--- config.mk ---
export PLATFORM = sky130hd
export DESIGN_NAME = sdram_ch2_word_adapter_flat
export DESIGN_NICKNAME = d
export VERILOG_FILES = /design/src/rtl/sdram_ch2_word_adapter_if.sv /design/src/rtl/sdram_ch2_word_adapter.sv /design/src/flat_wrapper.sv
export SDC_FILE = /design/constraint.sdc
export NUM_CORES = 1
export LEC_CHECK = 0
export CAP_MARGIN = 20
export CORE_ASPECT_RATIO = 0.8
export CORE_UTILIZATION = 52
export CTS_CLUSTER_SIZE = 40
export DETAILED_ROUTE_END_ITERATION = 7
export GPL_ROUTABILITY_DRIVEN = 0
export PLACE_DENSITY_LB_ADDON = 0.1
export SKIP_LAST_GASP = 1
export SYNTH_ARGS = -nofsm -noshare
export SYNTH_HDL_FRONTEND = slang
export SYNTH_SLANG_ARGS = --single-unit
--- constraint.sdc ---
create_clock -name clk -period 3.3 [get_ports clk]
set_input_delay 0.66 -clock clk [delete_from_list [all_inputs] [get_ports clk]]
set_output_delay 0.66 -clock clk [all_outputs]
set_load 0.005 [all_outputs]
--- src/rtl/sdram_ch2_word_adapter_if.sv ---
// Client word-request port plus the level-held rd/wr port of SDRAM channel 2.
// The adapter sits on the slave side; the client and controller model sit on the master side.
interface sdram_ch2_word_adapter_if;
  logic        req;
  logic        we;
  logic [19:0] addr;
  logic [31:0] din;
  logic [3:0]  be;
  logic [31:0] dout;
  logic        ack;
  logic        busy;
  logic [20:0] ch2addr;
  logic [15:0] ch2din;
  logic [1:0]  ch2wr;
  logic        ch2rd;
  logic [15:0] ch2dout;
  logic        ch2rdy;

  modport master (
    output req, we, addr, din, be, ch2dout, ch2rdy,
    input  dout, ack, busy, ch2addr, ch2din, ch2wr, ch2rd
  );

  modport slave (
    input  req, we, addr, din, be, ch2dout, ch2rdy,
    output dout, ack, busy, ch2addr, ch2din, ch2wr, ch2rd
  );
endinterface

--- src/rtl/sdram_ch2_word_adapter.sv ---
// Splits 32-bit big-endian word requests into up to two 16-bit ch2 accesses
// using the controller's level-held strobe / ch2rdy handshake.
module sdram_ch2_word_adapter #(
  parameter int RELEASE_CYCLES = 2,
  parameter int LO_WAIT_MAX    = 8
) (
  input logic clk,
  input logic rst_n,
  sdram_ch2_word_adapter_if.slave bus
);

  localparam int CNT_MAX = (LO_WAIT_MAX > RELEASE_CYCLES) ? LO_WAIT_MAX : RELEASE_CYCLES;
  localparam int CW      = $clog2(CNT_MAX + 1);
  localparam logic [CW-1:0] LO_LAST  = CW'(LO_WAIT_MAX - 1);
  localparam logic [CW-1:0] REL_LAST = CW'(RELEASE_CYCLES - 1);

  typedef enum logic [2:0] {IDLE, ISSUE, WAIT_LO, WAIT_HI, RELEASE, DONE} state_t;

  state_t        state, state_nx;
  logic          we_q, we_nx;
  logic [19:0]   addr_q, addr_nx;
  logic [31:0]   din_q, din_nx;
  logic [3:0]    be_q, be_nx;
  logic          half_lo, half_lo_nx;
  logic [CW-1:0] cnt, cnt_nx;
  logic [31:0]   dout_q, dout_nx;
  logic          ack_q, ack_nx;
  logic          busy_q, busy_nx;
  logic          rd_q, rd_nx;
  logic [1:0]    wr_q, wr_nx;
  logic [20:0]   caddr_q, caddr_nx;
  logic [15:0]   cdin_q, cdin_nx;

  always_comb begin
    state_nx   = state;
    we_nx      = we_q;
    addr_nx    = addr_q;
    din_nx     = din_q;
    be_nx      = be_q;
    half_lo_nx = half_lo;
    cnt_nx     = cnt;
    dout_nx    = dout_q;
    ack_nx     = 1'b0;
    busy_nx    = busy_q;
    rd_nx      = rd_q;
    wr_nx      = wr_q;
    caddr_nx   = caddr_q;
    cdin_nx    = cdin_q;

    case (state)
      IDLE: begin
        if (bus.req) begin
          we_nx   = bus.we;
          addr_nx = bus.addr;
          din_nx  = bus.din;
          be_nx   = (!bus.we && bus.be == 4'h0) ? 4'hF : bus.be;
          busy_nx = 1'b1;
          if (bus.we && bus.be == 4'h0) begin
            state_nx = DONE;
            ack_nx   = 1'b1;
          end else begin
            // The HI half goes first unless its enables are empty.
            half_lo_nx = (be_nx[3:2] == 2'b00);
            state_nx   = ISSUE;
            caddr_nx   = {bus.addr, half_lo_nx};
            cdin_nx    = half_lo_nx ? bus.din[15:0] : bus.din[31:16];
            rd_nx      = !bus.we;
            wr_nx      = !bus.we ? 2'b00 : (half_lo_nx ? be_nx[1:0] : be_nx[3:2]);
          end
        end
      end

      ISSUE: begin
        state_nx = WAIT_LO;
        cnt_nx   = '0;
      end

      WAIT_LO: begin
        // A controller that never drops ch2rdy is assumed to have already finished.
        if (!bus.ch2rdy || cnt == LO_LAST) begin
          state_nx = WAIT_HI;
        end else begin
          cnt_nx = cnt + CW'(1);
        end
      end

      WAIT_HI: begin
        if (bus.ch2rdy) begin
          if (!we_q) begin
            if (half_lo) dout_nx[15:0]  = bus.ch2dout;
            else         dout_nx[31:16] = bus.ch2dout;
          end
          rd_nx    = 1'b0;
          wr_nx    = 2'b00;
          cnt_nx   = '0;
          state_nx = RELEASE;
        end
      end

      RELEASE: begin
        if (cnt == REL_LAST) begin
          if (!half_lo && be_q[1:0] != 2'b00) begin
            half_lo_nx = 1'b1;
            state_nx   = ISSUE;
            caddr_nx   = {addr_q, 1'b1};
            cdin_nx    = din_q[15:0];
            rd_nx      = !we_q;
            wr_nx      = we_q ? be_q[1:0] : 2'b00;
          end else begin
            state_nx = DONE;
            ack_nx   = 1'b1;
          end
        end else begin
          cnt_nx = cnt + CW'(1);
        end
      end

      DONE: begin
        busy_nx  = 1'b0;
        state_nx = IDLE;
      end

      default: state_nx = IDLE;
    endcase
  end

  always_ff @(posedge clk or negedge rst_n) begin
    if (!rst_n) begin
      state   <= IDLE;
      we_q    <= 1'b0;
      addr_q  <= '0;
      din_q   <= '0;
      be_q    <= '0;
      half_lo <= 1'b0;
      cnt     <= '0;
      dout_q  <= '0;
      ack_q   <= 1'b0;
      busy_q  <= 1'b0;
      rd_q    <= 1'b0;
      wr_q    <= 2'b00;
      caddr_q <= '0;
      cdin_q  <= '0;
    end else begin
      state   <= state_nx;
      we_q    <= we_nx;
      addr_q  <= addr_nx;
      din_q   <= din_nx;
      be_q    <= be_nx;
      half_lo <= half_lo_nx;
      cnt     <= cnt_nx;
      dout_q  <= dout_nx;
      ack_q   <= ack_nx;
      busy_q  <= busy_nx;
      rd_q    <= rd_nx;
      wr_q    <= wr_nx;
      caddr_q <= caddr_nx;
      cdin_q  <= cdin_nx;
    end
  end

  assign bus.dout    = dout_q;
  assign bus.ack     = ack_q;
  assign bus.busy    = busy_q;
  assign bus.ch2rd   = rd_q;
  assign bus.ch2wr   = wr_q;
  assign bus.ch2addr = caddr_q;
  assign bus.ch2din  = cdin_q;

endmodule

--- src/flat_wrapper.sv ---
// flat-port wrapper written by rule: the top's interface ports become plain ports
module sdram_ch2_word_adapter_flat 
#(
  parameter int RELEASE_CYCLES = 2,
  parameter int LO_WAIT_MAX    = 8
)
  (clk, rst_n, bus_req, bus_we, bus_addr, bus_din, bus_be, bus_ch2dout, bus_ch2rdy, bus_dout, bus_ack, bus_busy, bus_ch2addr, bus_ch2din, bus_ch2wr, bus_ch2rd);
  sdram_ch2_word_adapter_if bus_i ();
  input logic clk;
  input logic rst_n;
  input wire logic [$bits(bus_i.req)-1:0] bus_req;
  input wire logic [$bits(bus_i.we)-1:0] bus_we;
  input wire logic [$bits(bus_i.addr)-1:0] bus_addr;
  input wire logic [$bits(bus_i.din)-1:0] bus_din;
  input wire logic [$bits(bus_i.be)-1:0] bus_be;
  input wire logic [$bits(bus_i.ch2dout)-1:0] bus_ch2dout;
  input wire logic [$bits(bus_i.ch2rdy)-1:0] bus_ch2rdy;
  output wire logic [$bits(bus_i.dout)-1:0] bus_dout;
  output wire logic [$bits(bus_i.ack)-1:0] bus_ack;
  output wire logic [$bits(bus_i.busy)-1:0] bus_busy;
  output wire logic [$bits(bus_i.ch2addr)-1:0] bus_ch2addr;
  output wire logic [$bits(bus_i.ch2din)-1:0] bus_ch2din;
  output wire logic [$bits(bus_i.ch2wr)-1:0] bus_ch2wr;
  output wire logic [$bits(bus_i.ch2rd)-1:0] bus_ch2rd;
  assign bus_i.req = bus_req;
  assign bus_i.we = bus_we;
  assign bus_i.addr = bus_addr;
  assign bus_i.din = bus_din;
  assign bus_i.be = bus_be;
  assign bus_i.ch2dout = bus_ch2dout;
  assign bus_i.ch2rdy = bus_ch2rdy;
  assign bus_dout = bus_i.dout;
  assign bus_ack = bus_i.ack;
  assign bus_busy = bus_i.busy;
  assign bus_ch2addr = bus_i.ch2addr;
  assign bus_ch2din = bus_i.ch2din;
  assign bus_ch2wr = bus_i.ch2wr;
  assign bus_ch2rd = bus_i.ch2rd;
  sdram_ch2_word_adapter #(.RELEASE_CYCLES(RELEASE_CYCLES), .LO_WAIT_MAX(LO_WAIT_MAX)) u_core (.clk(clk), .rst_n(rst_n), .bus(bus_i));
endmodule
Word level (Yosys, flattened, before mapping)
Index checks and enable logic that the tools add are counted.
W data, S select, Z words.

storage, ports and cells
  flip-flop bits (word level) = 121
  bits in latches = 0
  memory bits (writable) = 0
  ROM bits = 0
  input bits = 77
  output and inout port bits = 74
  word-level logic and storage cells = 107
  memories = 0

operators by class
  add/subtract/negate cells = 1
  multiply operators = 0
  divide/modulo/power cells = 0
  magnitude comparators = 0
  equal/unequal tests = 15
  shift-type cells = 0
  mux-type cells = 50
  bitwise gates (word level) = 2
  reductions and logical operators = 24

operators by type and width
  operator               count
  $mux W21               4
  $mux W16               5
  $pmux W21 S2           1
  $pmux W16 S2           1
  $mux W3                6
  $mux W2                8
  $mux W4                4
  $pmux W4 S4            1
  $reduce_and A4 Y1      4
  $pmux W3 S5            1
  $mux W1                14
  $ne A2 B2 Y1 const B   5
  $eq A3 B2 Y1 const B   2
  $eq A3 B3 Y1 const B   2
  $ne A2 B1 Y1 const B   3
  $pmux W1 S2            3
  $pmux W2 S3            1
  $reduce_and A6 Y1      1
  $reduce_bool A2 Y1     3
  $reduce_and A5 Y1      1
  $add A4 B1 Y4 const B  1
  $eq A4 B1 Y1 const B   1
  $eq A4 B3 Y1 const B   1
  $logic_not A1 Y1       4
  11 further kinds       15

Logic depth before layout (Yosys ltp)
Gate-level depths: netlist (run 1).

  word-level depth = 9
  depth in mapped cells = 8
  depth with buffers taken out = 6

Worst setup path before layout (run 1)
No wires, ideal clock.

  path type = input to register
  start point = in bus_we
  end point = reg u_core.rd_q, in the netlist u_core.bus.ch2rd
  setup time = 0.125 ns
  data arrival time = 1.961 ns
  slack = 1.214 ns
  stages = 5
  path buffers = 1
  cell sequence = buf_4 or3b_4 o31a_1 o221ai_2 mux2_2

between the ends
  cells in the longest elaborated chain, start to end = 4
  elaborated cells on any way between the ends = 7
  those cells by class = eq/ne: 1; mux: 3; reduce/logical: 3

RTL lines
  element               line                           source
  from (decl)           flat_wrapper.sv:12             input wire logic [$bits(bus_i.we)-1:0] bus_we;
  $logic_not A1 Y1      sdram_ch2_word_adapter.sv:67   rd_nx = !bus.we;
  $mux W1               sdram_ch2_word_adapter.sv:58   if (bus.we && bus.be == 4'h0) begin
  $mux W1               sdram_ch2_word_adapter.sv:52   if (bus.req) begin
  $pmux W1 S3           sdram_ch2_word_adapter.sv:50   case (state)
  to (signal assigned)  sdram_ch2_word_adapter.sv:154  rd_q <= rd_nx;
  to (decl)             sdram_ch2_word_adapter.sv:29   logic rd_q, rd_nx;

Parallel ways exist; a longest one is shown, timed or not. The select of a mux whose other input is x is not followed.
A chain may end at the register's enable or synchronous reset.

Worst setup path in the final report (run 1)
  start point = reg u_core.cnt[1]
  end point = reg u_core.caddr_q[20], in the netlist u_core.bus.ch2addr[20]

between the ends
  cells in the longest elaborated chain, start to end = 3

RTL lines
  element                             line                           source
  from (decl)                         sdram_ch2_word_adapter.sv:25   logic [CW-1:0] cnt, cnt_nx;
  from (signal assigned)              sdram_ch2_word_adapter.sv:150  cnt <= cnt_nx;
  $eq A4 B1 Y1                        sdram_ch2_word_adapter.sv:101  if (cnt == REL_LAST) begin
  $ne A2 B1 Y1 (no source line)       -
  $reduce_and A5 Y1 (no source line)  -
  to (signal assigned)                sdram_ch2_word_adapter.sv:156  caddr_q <= caddr_nx;
  to (decl)                           sdram_ch2_word_adapter.sv:31   logic [20:0] caddr_q, caddr_nx;

No other way between the ends.

==> results, run 1 <==
- The run finished with clean final reports.
- The top cell type by total area after synthesis is sky130_fd_sc_hd__dfrtp_1.
- Across all hold checks on the routed design, the worst slack comes to 0.2763 ns.
- By area, the combinational part of the netlist is dominated by multiplexers.
- The number of buffers inserted by port buffering is 150.
- After clock tree synthesis, the setup repair step added 0 buffers.
- The slew of the pin with the lowest slew margin is 0.9832 ns.
- Across the routed clock network, the largest skew measured is 0.009429 ns.
- For this run, the leading register cell type out of synthesis is sky130_fd_sc_hd__dfrtp_1.
- The category of the most critical setup path is reg -> reg.
- Counting flops with an async set or reset pin after synthesis yields a share of 100.0%.
- The antenna diode count is 0.
- The number of standard cells in the layout, taps in and fillers out is 783.
- Setup repair after global routing left no endpoint under its margin.
- The number of storage elements in the synthesis netlist is 120.
- The worst setup slack after placement is 0.2649 ns.
- The final routed wirelength across all metal layers is 14080 um.
- The mean post-synth cell area is 11.85 sq um.
- For the worst setup path, the data required time is 3.60 ns.
- When the netlist entered floorplanning its net count stood at 555.
- The number of CTS-inserted buffers is 17.
- The count of H-tree levels built during CTS is 4.
- The signal arrival time at the worst endpoint is 3.07 ns.
- The fraction of synthesized area in multiplexers is 24.31%.
- At the end of the flow the core is filled with cells to 76.20%.
- The post-detailed-placement half-perimeter wirelength is 9161 um.
- For this block, the via count after detailed routing is 4322.
- Together, buffers and inverters on the worst path number 2.
- During I/O placement, the number of pins put on the boundary was 151.
- In this run the cell area measured after placement is 7307 sq um.
- The total number of clock tree sinks is 120.
- With fillers left out, the area of the finished cells amounts to 7929 sq um.
- The areal power density over the cells is 910.6 nW/um^2.
- The post-route fraction of the period consumed by the critical path is 83.87%.
- Summing the areas of all fa, ha and maj instances in the mapped netlist gives 0.4437% of the synthesized area.
- The count of final max-slew check failures was 0.
- The basic-gate share of the synthesized area counting and, or, nand and nor cells is 9.871%.
- The clock passes through at most 2 buffers.
- The layout cell share with drive strength beyond 1 is 23.17%.
- The leakage component of the power is 3.452 nW.
- The number of design-rule violations left by the first detailed-router iteration is 390.
- The cell sitting at the root of the clock tree is a sky130_fd_sc_hd__clkbuf_16.
- The hold-fix buffer count after cts is 0.
- Clock latency on the worst-skew pair, taken at its later pin, is 0.42 ns.
- Ranked by instance count, the synthesized netlist is headed by 120 x sky130_fd_sc_hd__dfrtp_1, 66 x sky130_fd_sc_hd__nand2_1, 61 x sky130_fd_sc_hd__mux2_2, 30 x sky130_fd_sc_hd__mux2_4, 28 x sky130_fd_sc_hd__nor2_1.
- The cell with the largest stage delay on the worst path is sky130_fd_sc_hd__a21boi_4.
- STA classifies the critical path startpoint as a register.
- The area enclosed by the die boundary is 11270 sq um.
- TritonCTS built the clock tree.
- For this run, design rule violations remaining after detail routing come to 0.
- The iteration count of the initial detailed-routing pass is 5.
- The clock transition time at the flip-flop clock pins of the worst setup and hold paths is 0.06 ns.
- The maximum number of pins on one net before global-route repair is 69.
- Setup violations remaining at the end of the flow were counted as 0.
- Walking the worst path, the cells encountered are inv_1, ha_1, nor3b_1, nand3_1, a21boi_4, buf_12, mux2_1.
- For this run, the post-layout net count is 709.
- In this run the remaining antenna-violating nets after routing total 0.
- The width of the chip is 118.4 um.
- The smallest setup slack after layout is 0.5322 ns.
- The leading cell type by number of instances after synthesis is sky130_fd_sc_hd__dfrtp_1.
- Global routing consumed, over all layers together, 26.70% of the routing resources.
- Summing the sequential cell areas from Yosys gives 53.24% of the chip area.
- Broken down by cell family, the worst path's largest delay share belongs to compound AO/OA/AOI/OAI gates.
- Max-cap violations in this run came to 0.
- The number of placed instances, taps included, is 750.
- Adding up every negative setup slack in the final design gives 0 ns.
- In the routed layout, each cell is associated on average with a via count of 5.520.
- The overall power consumption is 7.220 mW.
- Synthesis produced 476 cells.
- The maximum operating frequency is 361.3 MHz.
- After Yosys synthesis, XOR and XNOR cells account for 0% of the synthesized area.
- After detailed routing, the average wire length per cell comes to 17.98 um.
- By area the synthesized netlist is led by sky130_fd_sc_hd__dfrtp_1 53%, sky130_fd_sc_hd__mux2_2 12%, sky130_fd_sc_hd__mux2_4 8.0%, sky130_fd_sc_hd__nand2_1 4.4%, sky130_fd_sc_hd__mux2_1 3.8%.
- The area of the core region is 10410 sq um.
- IR analysis of the VDD net gives a maximum drop of 0.4734 mV.
- The proportion of netlist area held by the largest area contributor is 53.24%.
- Headroom to the max-slew limit came out at 34.29%.
- For this run, the number of Yosys warnings is 0.
- After global routing the overflow that remains totals 0.
- The layout overhead on the synthesized area is 40.57%.
- The class of the worst hold path is in -> async.
- The number of gates resized after CTS is 0.
- The number of antenna violations at the first check in global routing was 0.
- The minimum clock period after layout is 2.768 ns.
- The vertical die dimension is 95.16 um.
- The first global-routing pass estimated 22750 um of wire.
- The largest single stage delay on the critical path is 0.80 ns.
- The worst setup path is captured at a register.
- The count of flip-flops with a built-in enable after synthesis is 0.
- The initial utilization of the core area, before any placement, comes to 54.21%.
- The number of library cell types mapped by synthesis is 46.
- Summing the areas of all compound-gate instances in the mapped netlist gives 8.829% of the synthesized area.
- The hold violation total from the final report was 0.
- The number of global-route vias before repair is 4360.
- The cell area after synthesis is 5640 sq um.
- The floorplan has 33 rows.
- The maximum fanout count along the critical path is 19.
==> power by group <==
group	leakage [nW]	switching, mW	internal (mW)	total (mW)
logic	1.70	0.931	1.75	2.68
registers	1.46	0.450	2.17	2.62
clock network	0.295	0.663	1.25	1.92
==> sequential cells by signal, indices dropped and copies added, names as in the netlist <==
signal	cells
u_core.bus.ch2din	16
u_core.din_q	16
u_core.bus.ack	1
u_core.cnt	4
u_core.bus.ch2rd	1
u_core.be_q	2
u_core.bus.busy	1
u_core.bus.dout	32
u_core.bus.ch2wr	2
u_core.bus.ch2addr	21
u_core.state	3
u_core.addr_q	20
u_core.we_q	1
==> layout make-up <==
class,instances,area (sq um)
clock inverter,14,181.4
multi-input combinational,320,2474
inverter,5,18.77
timing repair buffer,166,1648
tap,140,175.2
fill,697,2476
sequential,120,3003
clock buffer,18,429.2
==> cell families (layout without fill, tap and decap cells) <==
| kind of cell | after synthesis | in the layout |
|---|---|---|
| AND/OR/NAND/NOR | 125 | 125 |
| flip-flops | 120 | 120 |
| multiplexers | 112 | 112 |
| AO/OA/AOI/OAI | 81 | 81 |
| buffers and inverters | 36 | 203 |
| adder cells (fa/ha/maj) | 2 | 2 |
==> metal layers <==
metal | up-vias | part of all wire (%) | wire (um) | track usage [%]
met1 | 2142 | 44 | 6237 | 33.94
met5 | - | 0 | 0 | 0
met2 | 166 | 48 | 6723 | 43.24
met3 | 19 | 6.7 | 938 | 8.553
li1 | 1995 | - | - | -
met4 | 0 | 1.3 | 183 | 10.02
==> worst reg2reg max path: stages (launching register included) <==
cell and delay [ns]:
sky130_fd_sc_hd__dfrtp_1 0.40, sky130_fd_sc_hd__inv_1 0.07, sky130_fd_sc_hd__ha_1 0.15, sky130_fd_sc_hd__nor3b_1 0.38
sky130_fd_sc_hd__nand3_1 0.20, sky130_fd_sc_hd__a21boi_4 0.80, sky130_fd_sc_hd__buf_12 0.29, sky130_fd_sc_hd__mux2_1 0.35
==> cells in the final DEF, fill, tap and decap left out, types with 2 or more instances in the layout <==
cell	count
sky130_fd_sc_hd__nand2_1	66
sky130_fd_sc_hd__a31oi_1	17
sky130_fd_sc_hd__o31ai_1	2
sky130_fd_sc_hd__a21o_1	2
sky130_fd_sc_hd__dfrtp_1	120
sky130_fd_sc_hd__nor3b_1	2
sky130_fd_sc_hd__bufinv_16	4
sky130_fd_sc_hd__clkinvlp_4	3
sky130_fd_sc_hd__clkdlybuf4s50_1	149
sky130_fd_sc_hd__mux2_1	19
sky130_fd_sc_hd__mux2i_1	2
sky130_fd_sc_hd__inv_1	4
sky130_fd_sc_hd__or3_1	2
sky130_fd_sc_hd__nor2b_1	3
sky130_fd_sc_hd__nor3_1	3
sky130_fd_sc_hd__nor2_1	28
sky130_fd_sc_hd__nand3_1	7
sky130_fd_sc_hd__clkbuf_16	17
sky130_fd_sc_hd__a32o_1	2
sky130_fd_sc_hd__buf_12	2
sky130_fd_sc_hd__mux2_2	61
sky130_fd_sc_hd__o21ai_0	18
sky130_fd_sc_hd__a21oi_1	24
sky130_fd_sc_hd__ha_1	2
sky130_fd_sc_hd__nand2b_1	6
sky130_fd_sc_hd__clkinv_2	6
sky130_fd_sc_hd__mux2_4	30
sky130_fd_sc_hd__o21ai_1	3
sky130_fd_sc_hd__buf_4	14
==> final timing paths <==
path                                              from                                 end  slack, ns  cells after the start
setup / recovery             u_core.cnt[1]$_DFFE_PN0P_  u_core.bus.ch2addr[20]$_DFFE_PN0P_       0.53                      7
hold / removal                                   rst_n    u_core.bus.ch2din[9]$_DFFE_PN0P_       0.28                      1
setup reg to reg             u_core.cnt[1]$_DFFE_PN0P_  u_core.bus.ch2addr[20]$_DFFE_PN0P_       0.53                      7
hold reg to reg            u_core.din_q[1]$_DFFE_PN0P_         u_core.din_q[1]$_DFFE_PN0P_       0.49                      1
max in group asynchronous                        rst_n        u_core.addr_q[4]$_DFFE_PN0P_       2.23                      2
min in group clk           u_core.din_q[1]$_DFFE_PN0P_         u_core.din_q[1]$_DFFE_PN0P_       0.49                      1
(Power assumes the default switching activity.)
==> run 2, diff against run 1 <==
--- a/config.mk
+++ b/config.mk
@@ -7,7 +7,7 @@
 export LEC_CHECK = 0
 export CAP_MARGIN = 20
 export CORE_ASPECT_RATIO = 0.8
-export CORE_UTILIZATION = 52
+export CORE_UTILIZATION = 49
 export CTS_CLUSTER_SIZE = 40
 export DETAILED_ROUTE_END_ITERATION = 7
 export GPL_ROUTABILITY_DRIVEN = 0
==> constraint.sdc (replaced) <==
create_clock -name clk -period 2.7 [get_ports clk]
set_input_delay 0.54 -clock clk [delete_from_list [all_inputs] [get_ports clk]]
set_output_delay 0.54 -clock clk [all_outputs]
set_load 0.005 [all_outputs]
==> run 2 against run 1 <==
Compared with the run above: worst hold slack lost 0.14 ns; setup slack got worse by 0.23 ns; die area up 6.0%; wire length shrank 0.43%; count of clock-buffer cells in the layout increased by 3; final cell count is 1.0% higher; sequential cell count unchanged; cell area rose by 0.84%; combinational power rose by 23%; sequential share of layout area decreased by 0.31 points; first-iteration DRC count down 18%.
==> results, run 2 (synthesis results as in run 1) <==
- The hold violation total from the final report is 0 (unchanged).
- The cell at the root of the clock tree is sky130_fd_sc_hd__clkbuf_16.
- The largest voltage drop on the vdd net is 0.5900 mV (+25%).
- The count of H-tree levels built during CTS is 4 (unchanged).
- The final cell area excluding filler cells is 7995 sq um (+0.84%).
- The signal arrival time at the worst endpoint is 2.69 ns (-0.38 ns).
- The final-layout worst hold slack is 0.1398 ns (-0.1364 ns).
- The worst setup slack after placement is 0.1305 ns (-0.1344 ns).
- The antenna diode count is 0 (unchanged).
- The accumulated negative setup slack is 0 ns (unchanged).
- The initial cell density of the core is 51.19% (-3.0 points).
- In the layout the commonest cells are 149 x sky130_fd_sc_hd__clkdlybuf4s50_1, 120 x sky130_fd_sc_hd__dfrtp_1, 66 x sky130_fd_sc_hd__nand2_1, 61 x sky130_fd_sc_hd__mux2_2, 30 x sky130_fd_sc_hd__mux2_4.
- The total of fill cells in the finished design is 751 (+7.7%).
- The most common cell after layout, fill and taps aside is sky130_fd_sc_hd__clkdlybuf4s50_1.
- Setup repair after global routing left no endpoint under its margin.
- The number of setup violations in the final report is 0 (unchanged).
- The maximum operating frequency is 416.4 MHz (+15%).
- The overflow left after global routing is 0 (unchanged).
- The total number of clock tree sinks came to 120 (unchanged).
- The maximum fanout count along the critical path is 11 (-8).
- The number of antenna violations at the first check in global routing is 0 (unchanged).
- The number of vias after detailed routing came to 4278 (-1.0%).
- The final routed wirelength across all metal layers came to 14020 um (-0.43%).
- The type of destination of the critical path is a register.
- The critical path launch point type is a register.
- The number of design-rule violations left by the first detailed-router iteration was 321 (-18%).
- The via density per instance came to 5.408 (-2.0%).
- The wire length per cell after detailed routing is 17.73 um (-1.4%).
- The area of the core region is 11020 sq um (+5.9%).
- The number of core rows is 34 (+3.0%).
- The clock network latency to the later pin of the worst-skew pair came to 0.41 ns (about the same).
- The number of cells on the worst reg-to-reg path was 8 (+1).
- The post-route fraction of the period consumed by the critical path is 88.95% (+5.1 points).
- The TritonCTS clock tree is built.
- The number of global-route vias before repair is 4358 (-0.046%).
- The flip-flop count of the largest register, all copies and words added is 32 (unchanged).
- The slack of the worst reg-to-reg path came to 0.30 ns (-0.23 ns).
- The total of max-cap violations is 0 (unchanged).
- The maximum number of pins on one net before global-route repair is 48 (-30%).
- The number of gates resized after CTS is 0 (unchanged).
- The minimum clock period after layout is 2.402 ns (-0.3662 ns).
- The slew of the pin with the lowest slew margin came to 0.6125 ns (-0.3707 ns).
- The area enclosed by the die boundary was 11950 sq um (+6.0%).
- The worst-case clock skew came to 0.006697 ns (-0.002731 ns).
- The required arrival time at the worst endpoint came to 2.98 ns (-0.62 ns).
- The overall track demand over capacity in global routing is 24.78% (-1.9 points).
- The placed standard-cell area is 7370 sq um (+0.86%).
- The category of the most critical setup path is reg -> reg.
- The final layout net count is 715 (+0.85%).
- The sequential cell area is 3003 sq um (unchanged).
- The width of the chip is 122.0 um (+3.0%).
- The post-detailed-placement half-perimeter wirelength is 9485 um (+3.5%).
- The top-level port count was 151 (unchanged).
- The endpoint identified for the worst register-to-register timing path is u_core.bus.ch2din[8]$_DFFE_PN0P_.
- The areal power density over the cells is 1112 nW/um^2 (+22%).
- The layout cell share with drive strength beyond 1 is 23.65% (+0.47 points).
- The global-route wire length before repair is 22510 um (-1.1%).
- The count of final max-slew check failures is 0 (unchanged).
- The total placed cells including tap cells is 760 (+1.3%).
- The hold-fix buffer count after cts is 0 (unchanged).
- The clock tree buffer depth is 2 (unchanged).
- Compared with the post-synthesis result, the final layout area differs by 41.75%.
- The final routed DRC violation total is 0 (unchanged).
- The number of nets with antenna violations after detailed routing was 0 (unchanged).
- The flow ran to the end, and the final reports show no timing, DRC or antenna violations.
- The smallest setup slack after layout is 0.2984 ns (-0.2338 ns).
- The vertical die dimension is 97.96 um (+2.9%).
- In this run the critical register-to-register path is launched from u_core.cnt[1]$_DFFE_PN0P_.
- The tightest slew margin relative to the limit is 59.17% (+25 points).
- The number of CTS-inserted buffers is 17 (unchanged).
- The leakage component of the power is 3.492 nW (+1.2%).
- The buffer count from post-CTS setup fixing was 0 (unchanged).
- The area of combinational cells with multiple inputs is 2474 sq um (unchanged).
- The number of buffers inserted by port buffering is 150 (unchanged).
- The number of standard cells in the layout, taps in and fillers out is 791 (+1.0%).
- The iteration count of the initial detailed-routing pass is 5 (unchanged).
- The class of the worst hold path is in -> async.
- The clock transition time at the flip-flop clock pins of the worst setup and hold paths is 0.06 ns (about the same).
-- run 2: metal layers --
| metal | wire, um | GRT usage, % | part of all wire (%) |
|---|---|---|---|
| met2 | 6639 | 38.77 | 47 |
| met1 | 6216 | 33.29 | 44 |
| met3 | 1000 | 6.192 | 7.1 |
| met5 | 0 | 0 | 0 |
| met4 | 165 | 9.117 | 1.2 |
-- run 2: power by group --
part,total (mW),switching (mW),internal [mW]
Combinational,3.30,1.13,2.17
Clock,2.38,0.779,1.60
Sequential,3.21,0.556,2.66
-- run 2: critical path, stage by stage (launching register included) --
cell,delay (ns)
sky130_fd_sc_hd__dfrtp_1,0.40
sky130_fd_sc_hd__inv_1,0.07
sky130_fd_sc_hd__ha_1,0.16
sky130_fd_sc_hd__nor3b_1,0.21
sky130_fd_sc_hd__buf_4,0.17
sky130_fd_sc_hd__nand3_1,0.12
sky130_fd_sc_hd__a21boi_4,0.51
sky130_fd_sc_hd__buf_4,0.31
sky130_fd_sc_hd__mux2_4,0.32
-- run 2: how the worst max path moves through the flow --
stage | from | endpoint | slack [ns] | depth (start not counted)
2_1_floorplan | bus_we | u_core.bus.ch2rd$_DFFE_PN0P_ | 0.73 | 5
3_3_place_gp | bus_be[2] | u_core.bus.ch2din[0]$_DFFE_PN0P_ | 0.16 | 5
3_5_place_dp | bus_we | u_core.bus.ch2din[2]$_DFFE_PN0P_ | 0.13 | 6
4_1_cts | u_core.cnt[1]$_DFFE_PN0P_ | u_core.bus.ch2din[8]$_DFFE_PN0P_ | 0.29 | 8
5_1_grt | u_core.cnt[1]$_DFFE_PN0P_ | u_core.bus.ch2din[8]$_DFFE_PN0P_ | 0.16 | 8
6_report | u_core.cnt[1]$_DFFE_PN0P_ | u_core.bus.ch2din[8]$_DFFE_PN0P_ | 0.30 | 8
-- run 2: area by class of cell --
type | instances | share of cell area (%)
Inverter | 5 | 0.2347
Multi-Input combinational cell | 320 | 30.94
Clock inverter | 9 | 1.847
Clock buffer | 21 | 5.884
Sequential cell | 120 | 37.56
Timing Repair Buffer | 172 | 21.28
Tap cell | 144 | 2.254
-- run 2: metrics by stage --
| step | utilization (%) | total power, mW |
|---|---|---|
| 5_1_grt | 72.56 | 9.375 |
| 3_5_place_dp | 66.89 | 6.540 |
| 2_1_floorplan | - | 4.867 |
| 6_report | 72.56 | 8.894 |
| 4_1_cts | 72.50 | 8.953 |
| 3_3_place_gp | 66.89 | 6.414 |
==> run 3, diff against run 2 <==
--- a/config.mk
+++ b/config.mk
@@ -10,7 +10,7 @@
 export CORE_UTILIZATION = 49
 export CTS_CLUSTER_SIZE = 40
 export DETAILED_ROUTE_END_ITERATION = 7
-export GPL_ROUTABILITY_DRIVEN = 0
+export GPL_ROUTABILITY_DRIVEN = 1
 export PLACE_DENSITY_LB_ADDON = 0.1
 export SKIP_LAST_GASP = 1
 export SYNTH_ARGS = -nofsm -noshare
==> results of run 3 <==
Same layout as run 2: the final DEF is identical, and so are final timing and power.
